===== config.mk =====
export PLATFORM = sky130hd
export DESIGN_NAME = instr_loader
export DESIGN_NICKNAME = d
export VERILOG_FILES = /design/src/rtl/instr_loader.sv
export SDC_FILE = /design/constraint.sdc
export NUM_CORES = 1
export LEC_CHECK = 0
export CAP_MARGIN = 20
export CORE_ASPECT_RATIO = 0.75
export CORE_UTILIZATION = 40
export CTS_CLUSTER_SIZE = 40
export DETAILED_ROUTE_END_ITERATION = 10
export GPL_TIMING_DRIVEN = 0
export PLACE_DENSITY = 0.78
export SYNTH_ARGS = -nofsm -noshare
export SYNTH_HDL_FRONTEND = slang
export SYNTH_SLANG_ARGS = --single-unit

===== constraint.sdc =====
create_clock -name clk -period 3.05 [get_ports clk]
set_input_delay 0.61 -clock clk [delete_from_list [all_inputs] [get_ports clk]]
set_output_delay 0.61 -clock clk [all_outputs]
set_load 0.1 [all_outputs]

===== src/rtl/instr_loader.sv =====
// instr_loader: streams a program into instruction memory, holding the MIPS core's PC in reset until loaded.
// Optional feature macro LOADER_CHECKSUM_EN adds the expSum port and a wrapping-sum check before release.
module instr_loader #(
  parameter int MAX_WORDS = 256,
  parameter int LEN_W     = 16
) (
  input  logic             clk,
  input  logic             reset,
  input  logic             start,
  input  logic [LEN_W-1:0] progLength,
  input  logic             inValid,
  input  logic [31:0]      inData,
`ifdef LOADER_CHECKSUM_EN
  input  logic [31:0]      expSum,
`endif
  output logic             inReady,
  output logic [31:0]      instrAddr,
  output logic [31:0]      instrIn,
  output logic             instrWrite,
  output logic             instrRead,
  output logic             pcReset,
  output logic             pcWrite,
  output logic             initializing,
  output logic [LEN_W-1:0] loadedCount,
  output logic             done,
  output logic             error
);

  typedef enum logic [2:0] {
    IDLE    = 3'd0,
    LOAD    = 3'd1,
    RELEASE = 3'd2,
    RUN     = 3'd3,
    ERROR   = 3'd4
  } state_t;

  localparam logic [LEN_W:0] MaxLen = (LEN_W+1)'(MAX_WORDS);

  state_t           state_r;
  state_t           nextState_s;
  logic [LEN_W-1:0] progLen_r;
  logic             lengthOk_s;
  logic             startSeen_s;
  logic             startAccept_s;
  logic             handshake_s;
  logic             lastWord_s;
  logic             inReady_s;
  logic             pcReset_s;
  logic             pcWrite_s;
  logic             instrRead_s;
  logic             initializing_s;
  logic             done_s;
  logic             error_s;

  assign lengthOk_s    = (progLength != {LEN_W{1'b0}}) && ({1'b0, progLength} <= MaxLen);
  // start only matters outside an active load or its settle cycle
  assign startSeen_s   = start && (state_r != LOAD) && (state_r != RELEASE);
  assign startAccept_s = startSeen_s && lengthOk_s;
  assign handshake_s   = inReady & inValid;
  assign lastWord_s    = handshake_s && ((loadedCount + {{(LEN_W-1){1'b0}}, 1'b1}) == progLen_r);

  assign instrWrite = handshake_s;
  assign instrIn    = inData;
  assign instrAddr  = 32'({loadedCount, 2'b00});

`ifdef LOADER_CHECKSUM_EN
  logic [31:0] sum_r;
  logic [31:0] expSum_r;
  logic        sumOk_s;

  function automatic logic [31:0] sumAdd(input logic [31:0] acc, input logic [31:0] word);
    return acc + word;
  endfunction

  // Wrapping sum of accepted words plus the expected value captured with start
  always_ff @(posedge clk) begin
    if (reset) begin
      sum_r    <= 32'd0;
      expSum_r <= 32'd0;
    end else if (startSeen_s) begin
      sum_r    <= 32'd0;
      expSum_r <= expSum;
    end else if (handshake_s) begin
      sum_r    <= sumAdd(sum_r, inData);
      expSum_r <= expSum_r;
    end else begin
      sum_r    <= sum_r;
      expSum_r <= expSum_r;
    end
  end

  assign sumOk_s = (sum_r == expSum_r);
`endif

  // Next-state decode
  always_comb begin
    nextState_s = state_r;
    case (state_r)
      IDLE, RUN, ERROR: begin
        if (start) begin
          if (lengthOk_s) begin
            nextState_s = LOAD;
          end else begin
            nextState_s = ERROR;
          end
        end else begin
          nextState_s = state_r;
        end
      end
      LOAD: begin
        if (lastWord_s) begin
          nextState_s = RELEASE;
        end else begin
          nextState_s = LOAD;
        end
      end
      RELEASE: begin
`ifdef LOADER_CHECKSUM_EN
        if (sumOk_s) begin
          nextState_s = RUN;
        end else begin
          nextState_s = ERROR;
        end
`else
        nextState_s = RUN;
`endif
      end
      default: nextState_s = IDLE;
    endcase
  end

  // Control outputs decoded from the next state so they are registered alongside it
  always_comb begin
    inReady_s      = 1'b0;
    pcReset_s      = 1'b1;
    pcWrite_s      = 1'b0;
    instrRead_s    = 1'b0;
    initializing_s = 1'b1;
    done_s         = 1'b0;
    error_s        = 1'b0;
    case (nextState_s)
      LOAD: inReady_s = 1'b1;
      RUN: begin
        pcReset_s      = 1'b0;
        pcWrite_s      = 1'b1;
        instrRead_s    = 1'b1;
        initializing_s = 1'b0;
        done_s         = 1'b1;
      end
      ERROR:   error_s   = 1'b1;
      default: inReady_s = 1'b0;
    endcase
  end

  // State and registered control outputs
  always_ff @(posedge clk) begin
    if (reset) begin
      state_r      <= IDLE;
      inReady      <= 1'b0;
      pcReset      <= 1'b1;
      pcWrite      <= 1'b0;
      instrRead    <= 1'b0;
      initializing <= 1'b1;
      done         <= 1'b0;
      error        <= 1'b0;
    end else begin
      state_r      <= nextState_s;
      inReady      <= inReady_s;
      pcReset      <= pcReset_s;
      pcWrite      <= pcWrite_s;
      instrRead    <= instrRead_s;
      initializing <= initializing_s;
      done         <= done_s;
      error        <= error_s;
    end
  end

  // Latched length and saturating word counter
  always_ff @(posedge clk) begin
    if (reset) begin
      progLen_r   <= {LEN_W{1'b0}};
      loadedCount <= {LEN_W{1'b0}};
    end else if (startAccept_s) begin
      progLen_r   <= progLength;
      loadedCount <= {LEN_W{1'b0}};
    end else if (handshake_s && (loadedCount < progLen_r)) begin
      progLen_r   <= progLen_r;
      loadedCount <= loadedCount + {{(LEN_W-1){1'b0}}, 1'b1};
    end else begin
      progLen_r   <= progLen_r;
      loadedCount <= loadedCount;
    end
  end

endmodule


==> out/results.tsv <==
stage	metric	value	unit
setup_path	crit_type	input port to output port	
power_and_ir_drop	switchingPower	483.4	uW
setup_path	crit_start	inValid	
setup_path	arrival	2.39	ns
layout	final_area	4182	um^2
clock_network	cts_tree	built	
clock_network	clock_path_buffers	2	
setup_path	endpoint	instrWrite	
power_and_ir_drop	seq_power_share	40.9	%
run	maxCapViolCount	0	
outcome	status	completed	
timing	fin_crit	2.997	ns
placed_design	globalplace.congestion	0.8898	
clock_network	clock-sinks	39	
setup_path	r2r_start	loadedCount[8]$_SDFFE_PP0P_	
clock_network	cts_max_level	2	
route	ant_nets	0	
clock_network	insertion_delay	0.29	ns
floorplanning	fp.dieArea	7839	um^2
power_and_ir_drop	switching_share	38.52	%
timing	finalClockSkew	0.009339	ns
setup_path	crit_path_max_incr_delay	1.12	ns
setup_path	cp-end-kind	output port	
layout	nets	552	
global_route	antenna_found_initial	0	
layout	final_cell_mix	clkdlybuf4s50_1, buf_4, dfxtp_1, nor2_1, a21oi_1	
power_and_ir_drop	p_clk_share	27.4	%
floorplanning	num_rows	26	
global_route	grt_first_pass_wirelength	12480	um
global_route	grt_pass1_vias	2550	
layout	antenna_cells	0	
route	via_count	2933	
clock_network	cts_setup_buffers	0	
timing	fin_crit_sh	98.27	%
clock_network	root_buffer	clkbuf_8	
setup_path	reg2reg_depth	8	
synth	synth_cell_types	54	
floorplanning	fp.dieW	101.9	um
floorplanning	coreArea	7027	um^2
timing	hold_viol	0	
setup_path	cp_slowest_cell	clkdlybuf4s50_1	
power_and_ir_drop	internal_power	771.7	uW
setup_path	critPathMaxFanout	3	
route	via_per_inst	5.048	
layout	area_delta_synth_final	39.66	%
synth	synth_edf_count	0	
synth	ys_warn_count	0	
route	drcViolationCount	0	
power_and_ir_drop	p_comb_share	31.8	%
layout	fillers	655	
route	drtIter0Drc	217	
synth	synth-seq-cells	39	
floorplanning	num_io_pins	140	
placed_design	place_area	4084	um^2
setup_path	cp_common_cell	clkdlybuf4s50_1	
timing	fmaxAchievable	0.3337	GHz
timing	drv_slew	0	
floorplanning	start_util	42.61	%
global_route	grt_usage	19.99	%
route	routed_wl	7858	um
timing	setup_viol	0	
placed_design	dpl.hpwl	6152	um
setup_path	critPathLaunchType	input port	
min_path	hold_class	flop to flop	
setup_path	rrSetupSlack	0.19	ns
setup_path	timing.rr.end	loadedCount[5]$_SDFFE_PP0P_	
power_and_ir_drop	ir_drop	0.0001445	V
route	dr.pass1.iters	5	
synth	syn_inst	370	
layout	final_common_cell	clkdlybuf4s50_1	
timing	tightest_slew	0.9739	ns
placed_design	io_buffer_count	91	
power_and_ir_drop	p_leak	0.001669	uW
setup_path	cp.required	2.44	ns
global_route	grt_max_degree	13	
timing	slew_headroom	34.87	%
power_and_ir_drop	power	1255	uW
setup_path	crit_chain	clkdlybuf4s50_1 -> nand2_1 -> inv_1 -> clkdlybuf4s50_1	
layout	layout-drive-gt1-share	19.46	%
floorplanning	die_h	76.93	um
power_and_ir_drop	power_density	300.2	nW/um^2
clock_network	path_clk_slew	0.07	ns
clock_network	cts_made_buffers	5	
synth	postSynth.asyncResetShare	0	%
route	avgRoutedWirePerCell	13.52	um
synth	synth-seq-area-share	26.08	%
global_route	gr-total-overflow	0	
synth	avgSynthCellArea	8.092	um^2
synth	synth_area	2994	um^2
min_path	hold_depth	2	
synth	ys.flop_type	dfxtp_1	
==> cell usage after synthesis, types with 4 or more instances <==
cell type,n,share of area (%)
a21oi_1,28,4.7
buf_2,7,1.2
buf_4,67,17
clkbuf_1,10,1.3
dfxtp_1,39,26
ha_1,17,7.1
inv_1,21,2.6
nand2_1,12,1.5
nand3_1,9,1.5
nand4_1,5,1.0
nor2_1,32,4.0
nor3_1,9,1.5
nor4_1,11,2.3
o21ai_0,4,0.67
o31ai_1,12,3.0
or4_1,14,3.5
xnor2_1,14,4.1
xor2_1,6,1.8
==> metal layers <==
layer  share of wire, %  track usage (%)
met5                  0                0
met4               0.79            4.000
met3                8.0            3.191
met2                 45            30.00
met1                 47            29.80
==> worst max-delay path, delay by kind of cell <==
kind,cells,cell delay (ns)
and+or+nand+nor,1,0.12
buffers and inverters,3,1.65
==> cells by family (layout without fill, tap and decap cells) <==
kind of cell / count (synthesis) / in the layout / synth area share [%]
flops: 39 / 39 / 26.08
xor+xnor: 20 / 20 / 5.850
fa+ha+maj: 17 / 17 / 7.104
other cells: 1 / 16 / 0.1252
compound gates: 69 / 69 / 15.92
buf+inv: 105 / 203 / 21.86
mux: 3 / 3 / 1.003
simple gates: 116 / 116 / 22.06
==> per-stage QoR <==
stage	instances	hold WS, ns	setup WS, ns	setup TNS, ns	utilization, %
5_1_grt	581	0.5045	-0.007219	-0.01277	59.51
3_5_place_dp	574	0.4664	0.02848	0	58.12
6_report	581	0.4768	0.05290	0	59.51
4_1_cts	581	0.4772	0.01614	0	59.29
2_1_floorplan	385	0.4454	0.01518	0	-
3_3_place_gp	574	0.4566	0.04648	0	58.12
==> state kept, by name (all words and copies together) (netlist names) <==
name          cells
done              1
state_r           3
loadedCount      16
initializing      1
progLen_r        16
inReady           1
error             1
==> worst min path at each step <==
stage,endpoint,start
finish,progLen_r[13]$_SDFFE_PP0P_,progLen_r[13]$_SDFFE_PP0P_
global route,progLen_r[14]$_SDFFE_PP0P_,progLen_r[14]$_SDFFE_PP0P_
CTS,progLen_r[13]$_SDFFE_PP0P_,progLen_r[13]$_SDFFE_PP0P_
detailed placement,progLen_r[13]$_SDFFE_PP0P_,progLen_r[13]$_SDFFE_PP0P_
global placement,progLen_r[12]$_SDFFE_PP0P_,progLen_r[12]$_SDFFE_PP0P_
floorplan,progLen_r[13]$_SDFFE_PP0P_,progLen_r[13]$_SDFFE_PP0P_
==> power by group through the flow <==
stage               clock [uW]  combinational [uW]  sequential (uW)
finish                     344                 399              513
global placement             0                 396              525
global route               372                 409              513
CTS                        351                 398              513
floorplan                    0                 316              531
detailed placement           0                 398              525
==> area by class of cell <==
class	instances	area, um^2	area share [%]
clock inverter	2	13.76	0.3291
inverter	21	78.83	1.885
clock buffer	5	68.82	1.646
tap	98	122.6	2.932
multi-input combinational	241	1630	38.99
timing repair buffer	91	910.9	21.78
buffer	84	575.6	13.76
sequential	39	780.7	18.67
==> repair_timing <==
action,in CTS,in global routing
gates resized for setup,0,3
endpoints found under the hold margin,0,0
setup endpoints to repair,0,12
hold buffers,0,0
Power figures use the tool's default switching activity.
